File: config.mk
export PLATFORM = sky130hd
export DESIGN_NAME = ramb4_s8_port_master
export DESIGN_NICKNAME = d
export VERILOG_FILES = /design/src/rtl/ramb4_s8_port_master.sv
export SDC_FILE = /design/constraint.sdc
export NUM_CORES = 1
export LEC_CHECK = 0
export BUFFER_PORTS_ARGS = -buffer_cell sky130_fd_sc_hd__buf_2
export CORE_MARGIN = 2
export CORE_UTILIZATION = 49
export CTS_CLUSTER_DIAMETER = 150
export DETAILED_ROUTE_END_ITERATION = 10
export PLACE_DENSITY = 0.76
export SYNTH_ARGS = -nofsm -noshare
export SYNTH_HDL_FRONTEND = slang
export SYNTH_SLANG_ARGS = --single-unit
File: constraint.sdc
create_clock -name CLK -period 4.65 [get_ports CLK]
set_input_delay 0.93 -clock CLK [delete_from_list [all_inputs] [get_ports CLK]]
set_output_delay 0.93 -clock CLK [all_outputs]
set_load 0.01 [all_outputs]
File: src/rtl/ramb4_s8_port_master.sv
// ramb4_s8_port_master
// Burst controller for a 512x8 single-port synchronous block RAM.
// Write bursts move a valid/ready byte stream into the RAM. Read bursts
// stream RAM bytes out through a 2-entry buffer that absorbs the RAM's
// one-cycle read latency, so downstream backpressure never drops or
// duplicates a byte.
module ramb4_s8_port_master #(
  parameter int ADDR_W = 9,
  parameter int DATA_W = 8
) (
  input  logic              CLK,
  input  logic              RST,
  input  logic              CMD_VALID,
  output logic              CMD_READY,
  input  logic              CMD_WRITE,
  input  logic [ADDR_W-1:0] CMD_ADDR,
  input  logic [ADDR_W-1:0] CMD_LEN,
  input  logic              WR_VALID,
  output logic              WR_READY,
  input  logic [DATA_W-1:0] WR_DATA,
  output logic              RD_VALID,
  input  logic              RD_READY,
  output logic [DATA_W-1:0] RD_DATA,
  output logic              RD_LAST,
  output logic              BUSY,
  output logic [ADDR_W-1:0] RAM_ADDR,
  output logic [DATA_W-1:0] RAM_DI,
  output logic              RAM_EN,
  output logic              RAM_WE,
  output logic              RAM_RST,
  input  logic [DATA_W-1:0] RAM_DO
);

  typedef enum logic [1:0] {
    S_IDLE  = 2'd0,
    S_WRITE = 2'd1,
    S_READ  = 2'd2
  } state_t;

  state_t            state_q, state_d;
  logic              cmd_ready_q;
  // Next RAM address to access; wraps naturally at 2^ADDR_W.
  logic [ADDR_W-1:0] addr_q, addr_d;
  // Bytes left after the current one (write) or reads left to issue (read).
  logic [ADDR_W-1:0] rem_q, rem_d;
  // All reads of the burst have been issued.
  logic              iss_done_q, iss_done_d;
  // A read was issued last cycle, so RAM_DO carries its byte this cycle.
  logic              out_q, out_d;
  logic              out_last_q, out_last_d;
  // Two-entry output buffer: data plus end-of-burst marker.
  logic [DATA_W-1:0] buf_data_q [2];
  logic [DATA_W-1:0] buf_data_d [2];
  logic              buf_last_q [2];
  logic              buf_last_d [2];
  logic              rd_ptr_q, rd_ptr_d;
  logic              wr_ptr_q, wr_ptr_d;
  logic [1:0]        cnt_q, cnt_d;

  logic              wr_fire;
  logic              rd_pop;
  logic              rd_issue;
  logic [1:0]        occ_after_pop;

  assign wr_fire       = (state_q == S_WRITE) && WR_VALID;
  assign rd_pop        = (cnt_q != 2'd0) && RD_READY;
  // Slots committed once this cycle's pop is taken into account.
  assign occ_after_pop = cnt_q - {1'b0, rd_pop} + {1'b0, out_q};
  assign rd_issue      = (state_q == S_READ) && !iss_done_q && (occ_after_pop < 2'd2);

  assign CMD_READY = cmd_ready_q;
  assign WR_READY  = (state_q == S_WRITE);
  assign RD_VALID  = (cnt_q != 2'd0);
  assign RD_DATA   = buf_data_q[rd_ptr_q];
  assign RD_LAST   = RD_VALID && buf_last_q[rd_ptr_q];
  assign BUSY      = (state_q != S_IDLE);
  // The RAM port is kept quiet during a reset cycle even mid-burst.
  assign RAM_EN    = RST && (wr_fire || rd_issue);
  assign RAM_WE    = RST && wr_fire;
  assign RAM_ADDR  = addr_q;
  assign RAM_DI    = (state_q == S_WRITE) ? WR_DATA : '0;
  assign RAM_RST   = 1'b0;

  // Next-state logic for command acceptance, burst counters and the read buffer.
  always_comb begin
    state_d    = state_q;
    addr_d     = addr_q;
    rem_d      = rem_q;
    iss_done_d = iss_done_q;
    out_d      = 1'b0;
    out_last_d = 1'b0;
    buf_data_d = buf_data_q;
    buf_last_d = buf_last_q;
    rd_ptr_d   = rd_ptr_q;
    wr_ptr_d   = wr_ptr_q;
    cnt_d      = cnt_q;
    case (state_q)
      S_IDLE: begin
        if (CMD_VALID && cmd_ready_q) begin
          addr_d     = CMD_ADDR;
          rem_d      = CMD_LEN;
          iss_done_d = 1'b0;
          state_d    = CMD_WRITE ? S_WRITE : S_READ;
        end
      end
      S_WRITE: begin
        if (wr_fire) begin
          addr_d = addr_q + ADDR_W'(1);
          if (rem_q == '0) state_d = S_IDLE;
          else             rem_d   = rem_q - ADDR_W'(1);
        end
      end
      S_READ: begin
        if (rd_issue) begin
          addr_d     = addr_q + ADDR_W'(1);
          out_d      = 1'b1;
          out_last_d = (rem_q == '0);
          if (rem_q == '0) iss_done_d = 1'b1;
          else             rem_d      = rem_q - ADDR_W'(1);
        end
        // RAM_DO is only meaningful the cycle after an issue.
        if (out_q) begin
          buf_data_d[wr_ptr_q] = RAM_DO;
          buf_last_d[wr_ptr_q] = out_last_q;
          wr_ptr_d             = ~wr_ptr_q;
        end
        if (rd_pop) begin
          rd_ptr_d = ~rd_ptr_q;
          if (buf_last_q[rd_ptr_q]) state_d = S_IDLE;
        end
        cnt_d = cnt_q + {1'b0, out_q} - {1'b0, rd_pop};
      end
      default: state_d = S_IDLE;
    endcase
  end

  // State register; reset aborts any burst and discards buffered read data.
  always_ff @(posedge CLK) begin
    if (!RST) begin
      state_q     <= S_IDLE;
      cmd_ready_q <= 1'b0;
      addr_q      <= '0;
      rem_q       <= '0;
      iss_done_q  <= 1'b0;
      out_q       <= 1'b0;
      out_last_q  <= 1'b0;
      buf_data_q  <= '{default: '0};
      buf_last_q  <= '{default: 1'b0};
      rd_ptr_q    <= 1'b0;
      wr_ptr_q    <= 1'b0;
      cnt_q       <= 2'd0;
    end else begin
      state_q     <= state_d;
      cmd_ready_q <= (state_d == S_IDLE);
      addr_q      <= addr_d;
      rem_q       <= rem_d;
      iss_done_q  <= iss_done_d;
      out_q       <= out_d;
      out_last_q  <= out_last_d;
      buf_data_q  <= buf_data_d;
      buf_last_q  <= buf_last_d;
      rd_ptr_q    <= rd_ptr_d;
      wr_ptr_q    <= wr_ptr_d;
      cnt_q       <= cnt_d;
    end
  end

endmodule
# Word-level counts from Yosys, hierarchy flattened
# Cells that the tools add are included.
# totals
word_cells	92
regBits	46
output_inout_bits	33
memories	0
inputBits	40
mem_bits_rw	0
mem_bits_ro	0
latchBits	0
# classes
reduce_logical	24
n_mux	34
div	0
bitwise_logic	4
n_mul	0
add_sub_neg	6
order_cmp	4
eq_ne	6
n_shift	0
# op_table
operator	count
9-bit 2-to-1 mux	7
9-bit one-hot mux with 3 select lines	2
8-bit 2-to-1 mux	5
16-bit bitwise mux	1
2-bit 2-to-1 mux	6
9-bit by 1-bit adder with 9-bit output (second input constant)	1
1-bit logical AND	9
9-bit logical NOT	1
9-bit by 1-bit subtractor with 9-bit output (second input constant)	1
8-bit demux with 1-bit select	1
1-bit 2-to-1 mux	8
4-bit AND reduction	2
2-bit one-hot mux with 3 select lines	1
2-bit AND reduction	3
2-bit nonzero test	3
2-bit by 1-bit adder with 2-bit output	2
2-bit >= comparator (second input constant)	2
2-bit logical NOT	2
2-bit by 1-bit inequality test with 1-bit output (second input constant)	2
2-bit inequality test (second input constant)	2
1-bit NOT with 2-bit output	2
2-bit by 1-bit subtractor with 2-bit output	2
3-bit AND reduction	1
3-bit nonzero test	1
other kinds (10)	11

# Logic depth before layout (Yosys ltp)
# Gate-level depths: netlist (run 1).
# depth
ltp_word	8
mapped_depth	9
depth_no_buf	7

# Worst setup path after synthesis (run 1)
# No wires, ideal clock.
# synth_timing
kind	input -> output
startpoint	input RD_READY
endpoint	output RAM_EN
slack_ns	1.935
path_stages	6
t_arrival_ns	1.785
cell_sequence	nand2_1 -> mux2i_1 -> ha_1 -> xor2_1 -> nand4b_1 -> nand2b_1
# synth_via
elab_chain_cells	7
# synth_rtl
item	line	text
from (decl)	22	input logic RD_READY,
1-bit logical AND	66	assign rd_pop = (cnt_q != 2'd0) && RD_READY;
2-bit by 1-bit subtractor with 2-bit output	68	assign occ_after_pop = cnt_q - {1'b0, rd_pop} + {1'b0, out_q};
2-bit by 1-bit adder with 2-bit output	68	
2-bit < comparator	69	assign rd_issue = (state_q == S_READ) && !iss_done_q && (occ_after_pop < 2'd2);
1-bit logical AND	69	
1-bit logical OR	78	assign RAM_EN = RST && (wr_fire || rd_issue);
1-bit logical AND	78	
to (decl)	28	output logic RAM_EN,
# Every way passes these cells.

# Final worst setup path (run 1)
# Same ends and word-level chain as after synthesis.

==> results_dict.tcl, run 1 <==
set metrics [dict create \
    crit_path_frequent_cell "buf_2" \
    max_slew_margin_pct 41.1 \
    cts_root_buf "clkbuf_8" \
    synthesis.nets 365 \
    synth_top_area_share_pct 36.5 \
    cts_hold_buf 0 \
    wire_per_inst_um 13.2 \
    synthToLayoutAreaGrowth_pct 16.8 \
    max_freq_ghz 0.317 \
    ios 73 \
    critical_path.max_stage_delay_ps 260 \
    synth_top_cell_by_area "dfxtp_1" \
    drive_gt1_share_pct 26.5 \
    layout.nets 423 \
    cp_num_buf_inv 2 \
    finalWorstSetupSlack_ps 1490 \
    rsz0062_at_grt "false" \
    worstPathRequired_ps 3720 \
    cp_max_fo 5 \
    h-tree-depth 2 \
    p_per_area_mw_per_mm2 314 \
    synth_async_sr_flop_share_pct 0 \
    final_cells 447 \
    cts.repair.resized 0 \
    drtIter0Drc 103 \
    holdWs_ps 457 \
    path_clk_slew_ps 90 \
    synth_area_mm2 0.00252 \
    ys_warn_count 0 \
    cp-end-kind "primary output" \
    fin_crit_ps 3160 \
    cp-start-kind "input port" \
    drv_cap 0 \
    worst_slew_pin_slew_ps 882 \
    synthTopCellsByCount "nand2_1, dfxtp_1, a21oi_1" \
    floorplan.initialDensity_pct 50.0 \
    setup_tns_ps 0 \
    crit_family "simple AND/OR/NAND/NOR gates" \
    min_period_over_period_pct 67.9 \
    cp_data_arrival_time_ps 2230 \
    die_area_mm2 0.00574 \
    ant_nets 0 \
    place_congestion 0.812 \
    antenna_found_initial 0 \
    synthFlopType "dfxtp_1" \
    dpl_cell_area_mm2 0.00285 \
    routed_wl_mm 5.90 \
    grt_use_total_pct 21.0 \
    slew_violations 0 \
    grt_pass1_vias 2131 \
    rows 26 \
    n_fill_cell 506 \
    postCtsSetupBuffers 0 \
    port-buffer-count 71 \
    clock_path_buffers 2 \
    setup_violations 0 \
    skew_ps 8.66 \
    numCtsBuffers 5 \
    run_status "complete, no violations" \
    drcViolationCount 0 \
    path_cells "buf_2 -> nand2_1 -> mux2i_1 -> ha_1 -> xor2_1 -> nand4b_1 -> nand2b_1 -> buf_2" \
    dp.final_hpwl_mm 4.11 \
    syn_inst 318 \
    gr-total-overflow 0 \
    die_y_um 75.7 \
    via_per_inst 5.43 \
    tritoncts "built" \
    final_area_mm2 0.00294 \
    synth-edff-count 0 \
    yosysUniqueCellTypes 51 \
    dpl_worst_slack_ps 1510 \
    crit_slowest_cell "ha_1" \
    num_antenna_cells 0 \
    final_hold_viol_count 0 \
    ys_ff_latch 46 \
    die_x_um 75.7 \
    leakagePower_uw 0.00127 \
    synth.avg_cell_area_um2 7.93 \
    yosysMostFrequentCell "nand2_1" \
    grt_pass1_wl_mm 9.48 \
    core_area_mm2 0.00504 \
    num_vias 2427 \
    clk_latency_ps 300 \
    dr.pass1.iters 4 \
    criticalPathCategory "input port to primary output" \
    ir_drop_uv 175 \
    dp_cells 439 \
    cts.sinks 46 \
    grt_max_degree 30 \
    ys_seq_area_share_pct 36.5 \
    min_path_type "flip-flop to flip-flop" \
    ys_top_cells_by_area "dfxtp_1, nand2_1, a21oi_1" \
]
[tightest hold or removal path: cells and delay by family, from the launching register on]
family,cells,cell delay [ps]
flip-flops,1,320
AND/OR/NAND/NOR,1,50
AO/OA/AOI/OAI,1,50
[final timing paths]
check | startpoint | endpoint | slack, ps | cells after the start
max | RD_READY | RAM_EN | 1490 | 8
min | buf_data_q[4] | buf_data_q[4] | 460 | 2
max reg2reg | state_q[1] | rem_q[2] | 1730 | 6
min reg2reg | buf_data_q[4] | buf_data_q[4] | 460 | 2
[cells by family after synthesis]
kind of cell             synth area share (%)
AND/OR/NAND/NOR                          25.3
AO/OA/AOI/OAI                            21.4
flip-flops                               36.5
buffers and inverters                    6.45
multiplexers                             6.01
adder cells (fa/ha/maj)                  3.47
XOR/XNOR                                0.695
other                                   0.149
[cell type report]
| class | instances | area [um2] | area share, % |
|---|---|---|---|
| clock buffer | 5 | 68.8 | 2.34 |
| multi-input combinational | 239 | 1440 | 48.8 |
| clock inverter | 3 | 21.3 | 0.722 |
| sequential | 46 | 921 | 31.3 |
| inverter | 12 | 45.0 | 1.53 |
| tap | 70 | 87.6 | 2.97 |
| timing repair buffer | 72 | 363 | 12.3 |
[per-layer routing]
metal  vias up  share of wire, %  track usage, %
met5         -                 0               0
met4         0               1.0            5.85
met3         8               4.9            3.70
met2        59                49            36.3
met1      1122                45            27.0
li1       1238                 -               -
[state kept, by name, summed over array words and instances, names as in the netlist]
| signal | flops |
|---|---|
| rd_ptr_q | 1 |
| cnt_q | 2 |
| out_q | 1 |
| RAM_ADDR | 9 |
| rem_q | 9 |
| out_last_q | 1 |
| state_q | 2 |
| CMD_READY | 1 |
| wr_ptr_q | 1 |
| buf_data_q | 16 |
| iss_done_q | 1 |
| buf_last_q | 2 |
[report_power, final]
part / total, uW / switching [uW] / internal (uW)
Clock: 248 / 142 / 106
Combinational: 232 / 135 / 97.0
Sequential: 444 / 26.1 / 418
[metrics by stage]
| step | total power [uW] | utilization, % |
|---|---|---|
| detailed placement | 682 | 56.6 |
| CTS | 928 | 58.4 |
| global route | 971 | 58.4 |
| finish | 924 | 58.4 |
| global placement | 677 | 56.6 |
| floorplan | 625 | - |
[layout by cell type, fill, tap and decap left out, types with 2 or more instances in the layout]
master	n
or2_2	2
ha_1	7
inv_1	11
and3_1	3
mux2_2	9
nor2b_1	2
nand3_1	4
nand2b_1	3
clkbuf_8	5
o22ai_1	4
a21oi_1	38
o31ai_1	3
nor2_1	19
nor4_1	2
nand2_1	64
and2_1	10
o21ai_0	5
mux2i_1	5
xor2_1	2
o221a_2	2
o21a_1	3
buf_2	71
a31o_2	2
a211oi_1	4
nor3_1	14
nand4b_1	2
o32ai_1	8
o41ai_1	2
dfxtp_1	46
o311a_1	2
(Power assumes the default switching activity.)
==> inputs of run 2 (changes only) <==
--- a/config.mk
+++ b/config.mk
@@ -7,7 +7,7 @@
 export LEC_CHECK = 0
 export BUFFER_PORTS_ARGS = -buffer_cell sky130_fd_sc_hd__buf_2
 export CORE_MARGIN = 2
-export CORE_UTILIZATION = 49
+export CORE_UTILIZATION = 47
 export CTS_CLUSTER_DIAMETER = 150
 export DETAILED_ROUTE_END_ITERATION = 10
 export PLACE_DENSITY = 0.76
==> constraint.sdc (replaced) <==
create_clock -name CLK -period 2.7 [get_ports CLK]
set_input_delay 0.54 -clock CLK [delete_from_list [all_inputs] [get_ports CLK]]
set_output_delay 0.54 -clock CLK [all_outputs]
set_load 0.01 [all_outputs]
==> run 2 against run 1 <==
  * Count of clock-buffer cells in the layout increased by 1
  * Flip-flop and latch count did not move
  * Non-clock buffer count is 5 higher
  * Die area rose by 4.0%
  * Via count increased by 0.54%
  * Clock skew is 1.6 ps higher
  * Global-route usage down 0.68 points
  * Routed wire length rose by 1.6%
  * Critical path depth is 1 lower
  * Register-to-register slack worse by 1300 ps
  * Sequential share of layout area fell by 0.35 points
  * Clock power is 71% higher
  * Critical path type is now flip-flop to primary output
==> results_dict.tcl, run 2 (synthesis gave the netlist of run 1 again) <==
set metrics [dict create \
    cp_max_fo 7 \
    gr-total-overflow 0 \
    via_per_inst 5.40 \
    cts_root_buf "clkbuf_8" \
    tritoncts "built" \
    num_antenna_cells 0 \
    ant_nets 0 \
    synthToLayoutAreaGrowth_pct 18.1 \
    r2r_slack_ps 420 \
    die_area_mm2 0.00597 \
    layout_commonest_cell "buf_2" \
    dr.pass1.iters 4 \
    reg2reg_to "rem_q[0]" \
    setup_tns_ps 0 \
    final_hold_viol_count 0 \
    reg2regPathDepth 6 \
    max_slew_margin_pct 61.4 \
    report.power.total_uw 1600 \
    min_period_over_period_pct 88.6 \
    dp.final_hpwl_mm 4.19 \
    drtIter0Drc 155 \
    min_path_type "flip-flop to flip-flop" \
    floorplan.initialDensity_pct 49.1 \
    dpl_worst_slack_ps 183 \
    cts_hold_buf 0 \
    numCtsBuffers 5 \
    wire_per_inst_um 13.3 \
    postCtsSetupBuffers 0 \
    cp-end-kind "primary output" \
    antenna_found_initial 0 \
    slew_violations 0 \
    max_freq_ghz 0.418 \
    worstPathRequired_ps 2160 \
    cts.repair.resized 0 \
    cp_data_arrival_time_ps 1850 \
    rsz0062_at_grt "false" \
    leakagePower_uw 0.00129 \
    top_register "buf_data_q" \
    drcViolationCount 0 \
    routed_wl_mm 6.00 \
    path_clk_slew_ps 90 \
    skew_ps 10.2 \
    grt_pass1_wl_mm 10.1 \
    rr_startpoint "state_q[1]" \
    p_per_area_mw_per_mm2 537 \
    h-tree-depth 2 \
    die_x_um 77.2 \
    core_area_mm2 0.00514 \
    worst_slew_pin_slew_ps 577 \
    rows 26 \
    grt_use_total_pct 20.4 \
    drive_gt1_share_pct 27.2 \
    place_congestion 0.838 \
    final_area_mm2 0.00298 \
    worstHoldPathCells 2 \
    cp-start-kind "flip-flop" \
    largest_reg_flops 16 \
    fin_crit_ps 2390 \
    clock_path_buffers 2 \
    drv_cap 0 \
    final_cell_mix "buf_2, nand2_1, dfxtp_1, a21oi_1, nor2_1" \
    port-buffer-count 71 \
    setup_violations 0 \
    criticalPathCategory "flip-flop to primary output" \
    finalWorstSetupSlack_ps 309 \
    num_vias 2440 \
    ios 73 \
    cts.sinks 46 \
    grt_max_degree 29 \
    min_from "buf_data_q[2]" \
    layout.nets 428 \
    clk_latency_ps 300 \
    dpl_cell_area_mm2 0.00289 \
    run_status "complete, no violations" \
    die_y_um 77.2 \
    grt_pass1_vias 2210 \
    ir_drop_uv 285 \
    hold_end "buf_data_q[2]" \
]
==> run 2: through the flow <==
stage / util (%) / hold slack (ps) / instances
3_5_place_dp: 56.3 / 445 / 444
4_1_cts: 57.9 / 459 / 452
6_report: 57.9 / 457 / 452
3_3_place_gp: 56.3 / 438 / 444
2_1_floorplan: - / 432 / 318
5_1_grt: 57.9 / 471 / 452
==> run 2: final cells by class <==
type | instances | area (um2)
inverter | 12 | 45.0
clock buffer | 6 | 72.6
timing repair buffer | 77 | 400
clock inverter | 2 | 13.8
tap | 70 | 87.6
multi-input combinational | 239 | 1440
sequential | 46 | 921
fill | 508 | 2160
==> run 2: worst max-delay path: stages, from the launching register on <==
cell and delay, ps:
dfxtp_1 450, nand2_1 80, mux2i_1 140, ha_1 270, xor2_1 210, nand4b_1 170, nand2b_1 100, buf_2 130
==> run 2: worst max path at each step <==
stage	start	end	slack [ps]	cells after the start
3_3_place_gp	RD_READY	rem_q[0]	250	8
2_1_floorplan	RD_READY	rem_q[0]	430	9
6_report	cnt_q[1]	RAM_EN	310	7
5_1_grt	cnt_q[1]	RAM_EN	140	7
4_1_cts	cnt_q[1]	RAM_EN	320	7
3_5_place_dp	RD_READY	rem_q[0]	180	8
==> run 2: power by group <==
part	total, uW	internal, uW	leakage, uW	switching [uW]
logic	412	177	0.000872	236
registers	764	720	0.000374	43.5
clock network	424	183	0.0000452	241
==> run 2: routing by layer <==
| layer | wire length (um) | vias to the layer above | global-route usage (%) |
|---|---|---|---|
| met2 | 2780 | 67 | 33.7 |
| met1 | 2760 | 1120 | 26.6 |
| met5 | 0 | - | 0 |
| met3 | 414 | 6 | 5.41 |
| met4 | 38 | 0 | 4.46 |
| li1 | - | 1247 | - |
